### config.mk
export PLATFORM = sky130hd
export DESIGN_NAME = mem_bus_arbiter_nch
export DESIGN_NICKNAME = d
export VERILOG_FILES = /design/src/rtl/mem_arb_pkg.sv /design/src/rtl/rr_prio_select.sv /design/src/rtl/mem_bus_arbiter_nch.sv
export SDC_FILE = /design/constraint.sdc
export NUM_CORES = 1
export LEC_CHECK = 0
export ABC_AREA = 1
export ABC_CLOCK_PERIOD_IN_PS = 2200
export BUFFER_PORTS_ARGS = -buffer_cell sky130_fd_sc_hd__buf_2
export CAP_MARGIN = 25
export CELL_PAD_IN_SITES_DETAIL_PLACEMENT = 0
export CELL_PAD_IN_SITES_GLOBAL_PLACEMENT = 2
export CORE_ASPECT_RATIO = 0.5
export CORE_MARGIN = 2
export CORE_UTILIZATION = 20
export CTS_CLUSTER_DIAMETER = 150
export DETAILED_ROUTE_END_ITERATION = 7
export PLACE_DENSITY = 0.75
export SLEW_MARGIN = 0
export SYNTH_ARGS = -nofsm -noshare
export SYNTH_HDL_FRONTEND = slang
export SYNTH_SLANG_ARGS = --single-unit
### constraint.sdc
create_clock -name clock -period 2.2 [get_ports clock]
set_input_delay 0.44 -clock clock [delete_from_list [all_inputs] [get_ports clock]]
set_output_delay 0.44 -clock clock [all_outputs]
set_load 0.03 [all_outputs]
### src/rtl/mem_arb_pkg.sv
// Shared types and helpers for the N-channel memory bus arbiter.
// No logic here; latency and backpressure are defined by the modules that use it.
package mem_arb_pkg;

    typedef enum logic {
        IDLE  = 1'b0,
        GRANT = 1'b1
    } arb_state_t;

    localparam int DEF_TIMEOUT = 64;

    // Index width for n items, never less than one bit.
    function automatic int clog2_min1(input int n);
        int r;
        r = 0;
        while ((1 << r) < n) r++;
        return (r < 1) ? 1 : r;
    endfunction

endpackage

### src/rtl/rr_prio_select.sv
// Combinational winner pick: fixed priority from index 0, or round-robin from ptr.
// Zero latency; channels set in excl are never selected.
module rr_prio_select
    import mem_arb_pkg::*;
#(
    parameter int NCH = 4,
    parameter int IW  = 2
) (
    input  logic [NCH-1:0] req,
    input  logic [IW-1:0]  ptr,
    input  logic           rr_mode,
    input  logic [NCH-1:0] excl,
    output logic [IW-1:0]  winner,
    output logic           found
);

    logic [NCH-1:0] cand;
    logic [IW-1:0]  start;

    assign cand  = req & ~excl;
    // Fixed priority is a round-robin scan that always starts at channel 0.
    assign start = rr_mode ? ptr : '0;

    always_comb begin
        winner = '0;
        found  = 1'b0;
        for (int k = 0; k < NCH; k++) begin
            if (!found && cand[(int'(start) + k) % NCH]) begin
                found  = 1'b1;
                winner = IW'((int'(start) + k) % NCH);
            end
        end
    end

endmodule

### src/rtl/mem_bus_arbiter_nch.sv
// Grants one of NCH requesters the RAM port and muxes its address/data/r_wb onto it.
// ack/ram_valid registered at the edge req is seen; owners are pre-empted on timeout only under contention.
module mem_bus_arbiter_nch
    import mem_arb_pkg::*;
#(
    parameter int NCH         = 4,
    parameter int AW          = 12,
    parameter int DW          = 8,
    parameter int TW          = 8,
    parameter int DEF_TIMEOUT = mem_arb_pkg::DEF_TIMEOUT
) (
    input  logic                          clock,
    input  logic                          reset,
    input  logic                          cfg_timeout_we,
    input  logic [TW-1:0]                 cfg_timeout,
    input  logic                          cfg_rr_mode,
    input  logic [NCH-1:0]                req,
    input  logic [NCH-1:0]                r_wb_proc,
    input  logic [NCH*AW-1:0]             addbus_proc,
    input  logic [NCH*DW-1:0]             datawritebus_proc,
    output logic [NCH-1:0]                ack,
    output logic [clog2_min1(NCH)-1:0]    grant_id,
    output logic                          ram_valid,
    output logic                          r_wb_ram,
    output logic [AW-1:0]                 addbus_ram,
    output logic [DW-1:0]                 datawritebus_ram,
    output logic                          timeout_pulse
);

    localparam int IW = clog2_min1(NCH);

    arb_state_t     state;
    logic [TW-1:0]  tmo_reg;
    logic [TW-1:0]  cnt;
    logic [IW-1:0]  rr_ptr;
    logic [IW-1:0]  win_id;
    logic [IW-1:0]  next_ptr;
    logic           win_found;
    logic [NCH-1:0] owner_mask;
    logic [NCH-1:0] excl;
    logic           owner_req;
    logic           tmo_hit;
    logic           grant_now;

    assign owner_mask = NCH'(1) << grant_id;
    assign owner_req  = |(req & owner_mask);
    // The owner never competes against itself: a pre-emption must hand over.
    assign excl       = (state == GRANT) ? owner_mask : '0;
    assign tmo_hit    = (tmo_reg != '0) &&
                        (({1'b0, cnt} + (TW+1)'(1)) >= {1'b0, tmo_reg});
    assign next_ptr   = (int'(win_id) == NCH - 1) ? '0 : win_id + IW'(1);
    assign grant_now  = win_found && ((state == IDLE) || !owner_req || tmo_hit);

    rr_prio_select #(
        .NCH (NCH),
        .IW  (IW)
    ) u_select (
        .req     (req),
        .ptr     (rr_ptr),
        .rr_mode (cfg_rr_mode),
        .excl    (excl),
        .winner  (win_id),
        .found   (win_found)
    );

    always_ff @(posedge clock or posedge reset) begin
        if (reset) begin
            state         <= IDLE;
            ack           <= '0;
            grant_id      <= '0;
            ram_valid     <= 1'b0;
            timeout_pulse <= 1'b0;
            tmo_reg       <= TW'(DEF_TIMEOUT);
            cnt           <= '0;
            rr_ptr        <= '0;
        end else begin
            timeout_pulse <= 1'b0;
            if (cfg_timeout_we) tmo_reg <= cfg_timeout;

            if (grant_now) begin
                state         <= GRANT;
                ack           <= NCH'(1) << win_id;
                grant_id      <= win_id;
                ram_valid     <= 1'b1;
                rr_ptr        <= next_ptr;
                cnt           <= '0;
                // A handover while the owner still requests can only be a timeout.
                timeout_pulse <= (state == GRANT) && owner_req;
            end else if (state == GRANT) begin
                if (!owner_req) begin
                    state     <= IDLE;
                    ack       <= '0;
                    ram_valid <= 1'b0;
                    cnt       <= '0;
                end else if (tmo_hit) begin
                    cnt <= '0;
                end else if (cnt != '1) begin
                    cnt <= cnt + TW'(1);
                end
            end
        end
    end

    always_comb begin
        r_wb_ram         = 1'b0;
        addbus_ram       = '0;
        datawritebus_ram = '0;
        if (ram_valid) begin
            r_wb_ram         = r_wb_proc[grant_id];
            addbus_ram       = addbus_proc[int'(grant_id)*AW +: AW];
            datawritebus_ram = datawritebus_proc[int'(grant_id)*DW +: DW];
        end
    end

endmodule

After elaboration in Yosys (flattened, before gate mapping)
Index checks and enable logic that the tools add are counted.

word-level totals
  flip-flop bits (word level) = 27
  bits in latches = 0
  RAM bits = 0
  memory bits (read-only) = 0
  bits of input ports = 100
  output and inout bits = 29
  word-level logic and storage cells = 98
  memories = 0

cells by class
  $add $sub $neg = 6
  multiply operators = 1
  divide/modulo/power cells = 0
  $lt $le $gt $ge = 6
  eq/ne operators = 4
  shift-type cells = 4
  multiplexer cells = 42
  bitwise gates (word level) = 7
  reductions and logical operators = 20

operators with widths
  kind                                                                  count
  8-bit two-way mux                                                     6
  48-bit by 7-bit indexed part select with 12-bit output                1
  32-bit by 6-bit indexed part select with 8-bit output                 1
  1-bit two-way mux                                                     20
  4-bit two-way mux                                                     4
  3-bit by 4-bit < comparator with 1-bit output, second input constant  3
  12-bit two-way mux                                                    1
  2-bit two-way mux                                                     6
  1-bit binary-select mux with 2-bit select                             5
  8-bit by 1-bit adder with 9-bit output, second input constant         1
  9-bit by 8-bit >= comparator with 1-bit output                        1
  8-bit by 1-bit adder with 8-bit output, second input constant         1
  4-bit bitwise AND                                                     2
  8-bit != test, second input constant                                  1
  8-bit nonzero test                                                    1
  1-bit by 2-bit << shifter with 4-bit output, first input constant     2
  1-bit logical AND                                                     6
  2-bit by 3-bit < comparator with 1-bit output, second input constant  2
  2-bit OR reduction                                                    3
  2-bit by 1-bit adder with 2-bit output, second input constant         2
  2-bit adder, second input constant                                    2
  1-bit logical NOT                                                     4
  2-bit by 2-bit multiplier with 4-bit output, second input constant    1
  4-bit by 1-bit != test with 1-bit output, second input constant       1
  9 further kinds                                                       13

Longest topological paths before layout
Gate-level depths: netlist (run 1).

  word-level depth = 19
  mapped depth = 21
  gate-level depth less buffers = 21

By module
Synthesis (run 1) repeated with hierarchy kept, for this count alone.

second synthesis, totals
  cells, all modules = 381
  area total of the unflattened synthesis = 2612.5 sq um

modules (own cells, without submodules)
  module               instances  cells an instance  area an instance (sq um)  seq. area each (sq um)
  mem_bus_arbiter_nch  1          305                2258.4                    676.9
  rr_prio_select       1          76                 354.1                     0.0

Least setup slack after synthesis (run 1)
No wires, ideal clock.

  path kind = reg2out
  from = reg grant_id[1]
  to = out addbus_ram[0]
  data arrival time = 1.804 ns
  data required time = 1.760 ns
  slack = -0.044 ns
  stages on the path, launching flop included = 5
  buffers on the path = 2
  path through = dfrtp_1 -> buf_4 -> clkbuf_1 -> nand3_1 -> a31oi_1

on the way
  cells in the longest elaborated chain, start to end = 3

ends and longest elaborated chain
  element                                                 RTL line                    text
  start, declared                                         mem_bus_arbiter_nch.sv:22   output logic [clog2_min1(NCH)-1:0] grant_id,
  start signal, assigned                                  mem_bus_arbiter_nch.sv:83   grant_id <= win_id;
  2-bit by 2-bit multiplier with 4-bit output             mem_bus_arbiter_nch.sv:110  addbus_ram = addbus_proc[int'(grant_id)*AW +: AW];
  48-bit by 7-bit indexed part select with 12-bit output  mem_bus_arbiter_nch.sv:110
  12-bit two-way mux                                      mem_bus_arbiter_nch.sv:108  if (ram_valid) begin
  end, declared                                           mem_bus_arbiter_nch.sv:25   output logic [AW-1:0] addbus_ram,

No other way between the ends.

Worst setup path in the final report (run 1)
  from = reg cnt[1]
  to = reg cnt[2]

on the way
  cells in the longest elaborated chain, start to end = 7
  elaborated cells between the ends (all ways) = 15
  those cells by class = add/sub (2); order compare (1); eq/ne (2); mux (5); reduce/logical (5)

ends and longest elaborated chain
  element                                                   RTL line                                              text
  start, declared                                           mem_bus_arbiter_nch.sv:34                             logic [TW-1:0] cnt;
  start signal, assigned                                    mem_bus_arbiter_nch.sv:98                             cnt <= cnt + TW'(1);
  8-bit by 1-bit adder with 9-bit output                    mem_bus_arbiter_nch.sv:50                             (({1'b0, cnt} + (TW+1)'(1)) >= {1'b0, tmo_reg});
  9-bit by 8-bit >= comparator with 1-bit output            mem_bus_arbiter_nch.sv:50
  1-bit logical AND                                         mem_bus_arbiter_nch.sv:49                             assign tmo_hit = (tmo_reg != '0) &&
  8-bit two-way mux or 1-bit logical OR (tied branches)     mem_bus_arbiter_nch.sv:95, mem_bus_arbiter_nch.sv:52
  8-bit two-way mux or 1-bit logical AND (tied branches)    mem_bus_arbiter_nch.sv:90, mem_bus_arbiter_nch.sv:52
  8-bit two-way mux, or another cell as far along           mem_bus_arbiter_nch.sv:89                             end else if (state == GRANT) begin
  8-bit two-way mux or 2-bit AND reduction (tied branches)  -

Several ways; a longest one is shown, not always the timed one. The select of a mux whose other input is x is not followed.
A chain may end at the register's enable or synchronous reset.

==> results of run 1 <==
-- path summary, 6_finish.rpt --
| kind | start | to | slack (ps) | cells past startpoint |
|---|---|---|---|---|
| setup / recovery | cnt[1] | cnt[2] | -170 | 19 |
| hold / removal | reset | tmo_reg[5] | 230 | 3 |
| setup reg to reg | cnt[1] | cnt[2] | -170 | 19 |
| hold reg to reg | ack[2] | ack[2] | 470 | 2 |
| max in group asynchronous | reset | tmo_reg[6] | 1660 | 3 |
| min in group clock | cfg_timeout[4] | tmo_reg[4] | 380 | 3 |
-- cell usage in the layout, fill, tap and decap left out, drive strengths merged, types with 2 or more instances in the layout --
cell and instances:
nor4 2, nand4 2, ha 13, dfrtp 26, clkbuf 3, nor2 15
inv 34, nand2 87, a31oi 21, nand3 69, a22oi 21, a21oi 4
xor2 4, o21ai 15, buf 165, nor3 2
-- critical path, delay by kind of cell (launching register included) --
family,cells,cell delay [ps]
xor+xnor,1,160
fa+ha+maj,2,490
simple gates,16,1230
flops,1,430
-- kinds of logic (layout without fill, tap and decap cells) --
logic type	Yosys count	count (layout)
adders and majority gates	13	13
DFF	27	27
and+or+nand+nor	178	178
buffers and inverters	51	203
muxes	1	1
xor gates and xnor gates	5	5
AOI/OAI and AO/OA	64	64
-- through the flow --
| step | setup TNS, ps | setup WS, ps | area [µm²] |
|---|---|---|---|
| 2_1_floorplan | -3.66 | -3.66 | 2500 |
| 3_3_place_gp | -1080 | -95.0 | 3510 |
| 3_5_place_dp | -2050 | -169 | 3510 |
| 4_1_cts | -1760 | -141 | 3640 |
| 5_1_grt | -6130 | -381 | 3730 |
| 6_report | -2290 | -167 | 3730 |
-- layer usage --
metal,global-route usage [%],part of all wire [%],vias up
li1,-,-,1476
met1,14.6,44,1276
met2,23.4,50,79
met3,2.35,6.2,4
met4,1.64,0.36,0
met5,0,0,-
-- final cells by class --
| type | instances | area [µm²] |
|---|---|---|
| Fill cell | 1257 | 7520 |
| Multi-Input combinational cell | 261 | 1710 |
| Timing Repair Buffer | 165 | 926 |
| Sequential cell | 27 | 681 |
| Tap cell | 159 | 199 |
| Inverter | 34 | 133 |
| Clock buffer | 3 | 75.1 |
| Clock inverter | 1 | 5.00 |
-- synthesized netlist by cell type --
library cell,n
a21boi_0,1
xor2_1,4
a31oi_1,21
nand2_2,3
inv_2,2
nand2_1,81
a21oi_1,4
a22oi_1,21
nand2_4,3
buf_4,2
inv_1,32
dfstp_2,1
nor2_1,13
nand4_2,1
o21ai_0,12
nand3_1,66
nor2_4,1
ha_1,13
nand3_2,1
xnor2_1,1
and3_1,1
clkbuf_1,15
nor4_1,2
nor2_2,1
a22o_1,1
o211ai_1,1
dfrtp_1,26
nor3_2,1
nand3_4,2
o21ai_2,2
mux2_2,1
nor3_1,1
nand4_1,1
o21ai_1,1
-- repair_timing --
action	4_1_cts	5_1_grt
buffers inserted	3	2
pin swaps	10	13
endpoints found under the setup margin	18	27
resized for setup	5	21
hold endpoints to repair	0	0
-- power by group through the flow --
| stage | registers [mW] | logic (mW) | clock network [mW] |
|---|---|---|---|
| 3_5_place_dp | 0.730 | 3.43 | 0 |
| 3_3_place_gp | 0.728 | 3.46 | 0 |
| 2_1_floorplan | 0.811 | 2.25 | 0 |
| 4_1_cts | 0.721 | 3.46 | 0.442 |
| 6_report | 0.728 | 3.49 | 0.420 |
| 5_1_grt | 0.745 | 3.89 | 0.457 |
==> results.ini, run 1 <==
[clock_tree]
path_clk_slew_ps = 70
cts_sinks = 27
ctsHoldBuffers = 0
cts_tree = yes
insertion_delay_ps = 260
cts_root_buf = clkbuf_16
clockBufferDepth = 2
h-tree-depth = 1
cts_buffers = 3

[route]
ant_nets = 0
post-route-drc-count = 0
dr.pass1.iters = 4
vias_per_cell = 4.36
via_count = 2835
routed_wirelength_mm = 8.03
drtIter0Drc = 165
post_drt_wl_per_cell_um = 12.4

[power]
internal-power_mw = 2.13
pwr-share-comb_pct = 75.2
power_frac_clock_pct = 9.1
seqPwrFrac_pct = 15.7
switching_share_pct = 54.0
ir_worst_vdd_v = 0.000485
p_sw_mw = 2.50
finalPower_mw = 4.64
p_leak_nw = 1.94
cellPowerDensity_nw_per_um2 = 1240

[sta]
tightest_slew_ps = 377
rsz0062_at_grt = true
fin_skew_ps = 3.35
slew-limit-headroom_pct = 74.6
post-route-period-util_pct = 108
period_needed_ps = 2370
fmax_mhz = 423
maxSlewViolCount = 0
finalHoldViolations = 0
layout_setup_ws_ps = -167
setup_violations = 18
whs_ps = 235

[synth]
synth.area.top_cells = dfrtp_1 28%, nand3_1 14%, nand2_1 13%
synth_top_area_share_pct = 27.6
synth.area.mux_share_pct = 0.477
yosysSeqAreaShare_pct = 28.7
synthSimpleGateAreaFrac_pct = 36.1
synth_top_family_by_area = simple AND/OR/NAND/NOR gates
yosysUniqueCellTypes = 34
synth_compound_area_share_pct = 17.6
synthXorXnorAreaFrac_pct = 1.86
ys_warn_count = 0
synth-seq-cells = 27
syn_inst = 339
netlist_area_um2 = 2360
synth_area_leader_cell = dfrtp_1
syn_nets = 452
synth_fa_ha_area_share_pct = 6.89
syn_avg_cell_area_um2 = 6.96

[worst_setup_path]
cp-end-kind = flop
path_class = flop to flop
worstSetupStartpointType = flop
cp_slowest_stage_delay_ps = 430
path_max_fanout = 8
worstPathRequired_ps = 2400
crit_arrival_ps = 2570
path_cells = ha_4 -> nand3_4 -> xnor2_2 -> ha_1 -> nand2_1 -> nor2_1 -> nand2_1 -> nand3_2 -> nand2_1 -> nand2_1 -> nand2_1 -> nand2_2 -> nand2_2 -> nand2_2 -> nand2_4 -> nand3_4 -> nand2_8 -> nand2_1 -> nand2_1
cp_slowest_cell = dfrtp_1
cpMostUsedCell = nand2_1

[layout]
drive_gt1_share_pct = 46.6
antenna_cells = 0
utilization_pct = 33.1
syn2layout_area_growth_pct = 57.9
nets = 605
fin_cells = 650

[grt]
grt_usage_pct = 12.2
grt_pass1_wl_mm = 12.5
grt_antenna_before_repair = 0
grt_pass1_vias = 2711
grt_max_degree = 31
grt-ovfl-total = 0

[hold_path]
hold_path_class = input port to async pin

[place]
port_buffers = 128
placedCellCount = 641
dp_hpwl_mm = 6.37
gp_congestion = 0.763

[floorplanning]
core-area_um2 = 11200
rows = 27
pin_count = 129
die_w_um = 158
fp.dieH_um = 80.8
die-area_um2 = 12700
start_util_pct = 21.0

[outcome]
violations = setup timing
status = complete, but fails checks

[job]
drv_cap = 0

(Power assumes the default switching activity.)
==> run 2: changes to the inputs <==
--- a/config.mk
+++ b/config.mk
@@ -7,7 +7,7 @@
 export LEC_CHECK = 0
 export ABC_AREA = 1
 export ABC_CLOCK_PERIOD_IN_PS = 2200
-export BUFFER_PORTS_ARGS = -buffer_cell sky130_fd_sc_hd__buf_2
+export BUFFER_PORTS_ARGS = -buffer_cell sky130_fd_sc_hd__clkbuf_2
 export CAP_MARGIN = 25
 export CELL_PAD_IN_SITES_DETAIL_PLACEMENT = 0
 export CELL_PAD_IN_SITES_GLOBAL_PLACEMENT = 2
==> results.ini, run 2 (synthesis gave the netlist of run 1 again) <==
[outcome]
status = complete, but fails checks  ; unchanged
violations = setup timing  ; unchanged

[place]
placed_area_um2 = 3500  ; was 3510 µm²
port_buffers = 128  ; unchanged
gp_congestion = 0.806  ; was 0.763
dp_hpwl_mm = 6.54  ; was 6.37 mm

[clock_tree]
ctsHoldBuffers = 0  ; unchanged
cts_tree = yes  ; unchanged
path_clk_slew_ps = 70  ; about the same
cts_root_buf = clkbuf_16  ; unchanged
clockBufferDepth = 2  ; unchanged
cts_buffers = 3  ; unchanged
h-tree-depth = 1  ; unchanged
insertion_delay_ps = 260  ; about the same
cts_sinks = 27  ; unchanged

[hold_path]
hold_path_class = input port to async pin  ; unchanged

[grt]
grt-ovfl-total = 0  ; unchanged
grt_pass1_vias = 2724  ; was 2711
grt_pass1_wl_mm = 12.7  ; was 12.5 mm
grt_antenna_before_repair = 0  ; unchanged
grt_usage_pct = 12.4  ; was 12.2%
grt_max_degree = 35  ; was 31

[worst_setup_path]
rrSetupSlack_ps = -150  ; was -170 ps
worstPathRequired_ps = 2360  ; was 2400 ps
path_max_fanout = 8  ; unchanged
crit_arrival_ps = 2510  ; was 2570 ps
cp_slowest_cell = dfrtp_1  ; unchanged
worstSetupStartpointType = flop  ; unchanged
path_cells = ha_4 -> nand3_4 -> xnor2_4 -> ha_4 -> nand2_4 -> nor2_4 -> nand2_2 -> nand3_2 -> nand2_1 -> nand2_1 -> nand2_1 -> nand2_2 -> nand2_2 -> nand2_4 -> nand2_4 -> nand3_4 -> nand2_8 -> nand2_2 -> nand2_2  ; was ha_4 -> nand3_4 -> xnor2_2 -> ha_1 -> nand2_1 -> nor2_1 -> nand2_1 -> nand3_2 -> nand2_1 -> nand2_1 -> nand2_1 -> nand2_2 -> nand2_2 -> nand2_2 -> nand2_4 -> nand3_4 -> nand2_8 -> nand2_1 -> nand2_1
cp_top_family = simple AND/OR/NAND/NOR gates  ; unchanged
cp-end-kind = flop  ; unchanged
path_class = flop to flop  ; unchanged
r2r-end = cnt[1]  ; was cnt[2]
cp_slowest_stage_delay_ps = 430  ; about the same
path_buf_inv = 0  ; unchanged
reg2regPathDepth = 19  ; unchanged
timing.rr.start = cnt[1]  ; unchanged
cpMostUsedCell = nand2_2  ; was nand2_1

[floorplanning]
pin_count = 129  ; unchanged
die-area_um2 = 12700  ; unchanged
fp.dieH_um = 80.8  ; unchanged
start_util_pct = 21.0  ; unchanged
rows = 27  ; unchanged
die_w_um = 158  ; unchanged
core-area_um2 = 11200  ; unchanged

[layout]
nets = 603  ; was 605
antenna_cells = 0  ; unchanged
drive_gt1_share_pct = 48.1  ; was 46.6%
syn2layout_area_growth_pct = 60.1  ; was 57.9%
layout_common_cells = 128 x clkbuf_2, 68 x nand2_1, 63 x nand3_1, 33 x buf_4, 31 x inv_1  ; was 128 x buf_2, 73 x nand2_1, 63 x nand3_1, 35 x buf_4, 32 x inv_1
finalInstanceArea_um2 = 3780  ; was 3730 µm²
final_common_cell = clkbuf_2  ; was buf_2

[sta]
rsz0062_at_grt = true  ; unchanged
post-route-period-util_pct = 107  ; was 108%
tightest_slew_ps = 370  ; was 377 ps
maxSlewViolCount = 0  ; unchanged
layout_setup_ws_ps = -152  ; was -167 ps
setup_violations = 18  ; unchanged
fin_setup_tns_ps = -1850  ; was -2290 ps
finalHoldViolations = 0  ; unchanged
period_needed_ps = 2350  ; was 2370 ps
slew-limit-headroom_pct = 75.3  ; was 74.6%
fmax_mhz = 425  ; was 423 MHz
fin_skew_ps = 4.65  ; was 3.35 ps

[power]
cellPowerDensity_nw_per_um2 = 1230  ; was 1240 nW/µm²
ir_worst_vdd_v = 0.000365  ; was 0.000485 V
p_leak_nw = 1.93  ; was 1.94 nW

[route]
post_drt_wl_per_cell_um = 12.8  ; was 12.4 µm
dr.pass1.iters = 4  ; unchanged
post-route-drc-count = 0  ; unchanged
via_count = 2853  ; was 2835
ant_nets = 0  ; unchanged
routed_wirelength_mm = 8.28  ; was 8.03 mm
vias_per_cell = 4.40  ; was 4.36
drtIter0Drc = 190  ; was 165

[job]
drv_cap = 0  ; unchanged

-- run 2: routing by layer --
| metal | vias to the layer above | GRT usage [%] | wire [µm] |
|---|---|---|---|
| li1 | 1471 | - | - |
| met1 | 1302 | 15.0 | 3580 |
| met2 | 78 | 23.7 | 4130 |
| met3 | 2 | 2.03 | 528 |
| met4 | 0 | 2.45 | 36 |
| met5 | - | 0 | 0 |
-- run 2: layout make-up --
type	count	area [µm²]
multi-input cells	261	1780
well taps	159	199
fillers	1223	7470
inverters	34	128
repair buffers	163	911
flip-flops and latches	27	679
clock buffers	4	78.8
-- run 2: worst min-delay path: cells and delay by family --
family,cells,cell delay [ps]
buf+inv,3,450
-- run 2: worst max-delay path by stage --
stage / from / to / slack (ps) / depth (start not counted)
global placement: cnt[1] / cnt[1] / -80 / 17
CTS: cnt[0] / cnt[2] / -120 / 19
floorplan: cnt[0] / ack[3] / -4 / 19
finish: cnt[1] / cnt[1] / -150 / 19
detailed placement: cnt[1] / cnt[2] / -150 / 14
global route: cnt[1] / cnt[1] / -330 / 21
-- run 2: per-stage QoR --
stage	setup WS, ps	std cells	power, mW	hold slack, ps	util (%)
6_report	-152	648	4.65	214	33.6
3_5_place_dp	-150	640	4.20	465	31.1
5_1_grt	-335	648	5.09	251	33.6
2_1_floorplan	-3.66	339	3.06	475	-
3_3_place_gp	-79.2	640	4.20	463	31.1
4_1_cts	-117	644	4.65	229	32.2
-- run 2: where the power goes --
group / switching [mW] / internal [mW]
registers: 0.100 / 0.622
logic: 2.27 / 1.25
clock network: 0.169 / 0.248
total: 2.54 / 2.12
-- run 2: what timing repair did --
action | 4_1_cts | 5_1_grt
endpoints found under the setup margin | 18 | 21
resized for setup | 7 | 29
setup buffers | 0 | 4
pin swaps | 10 | 14
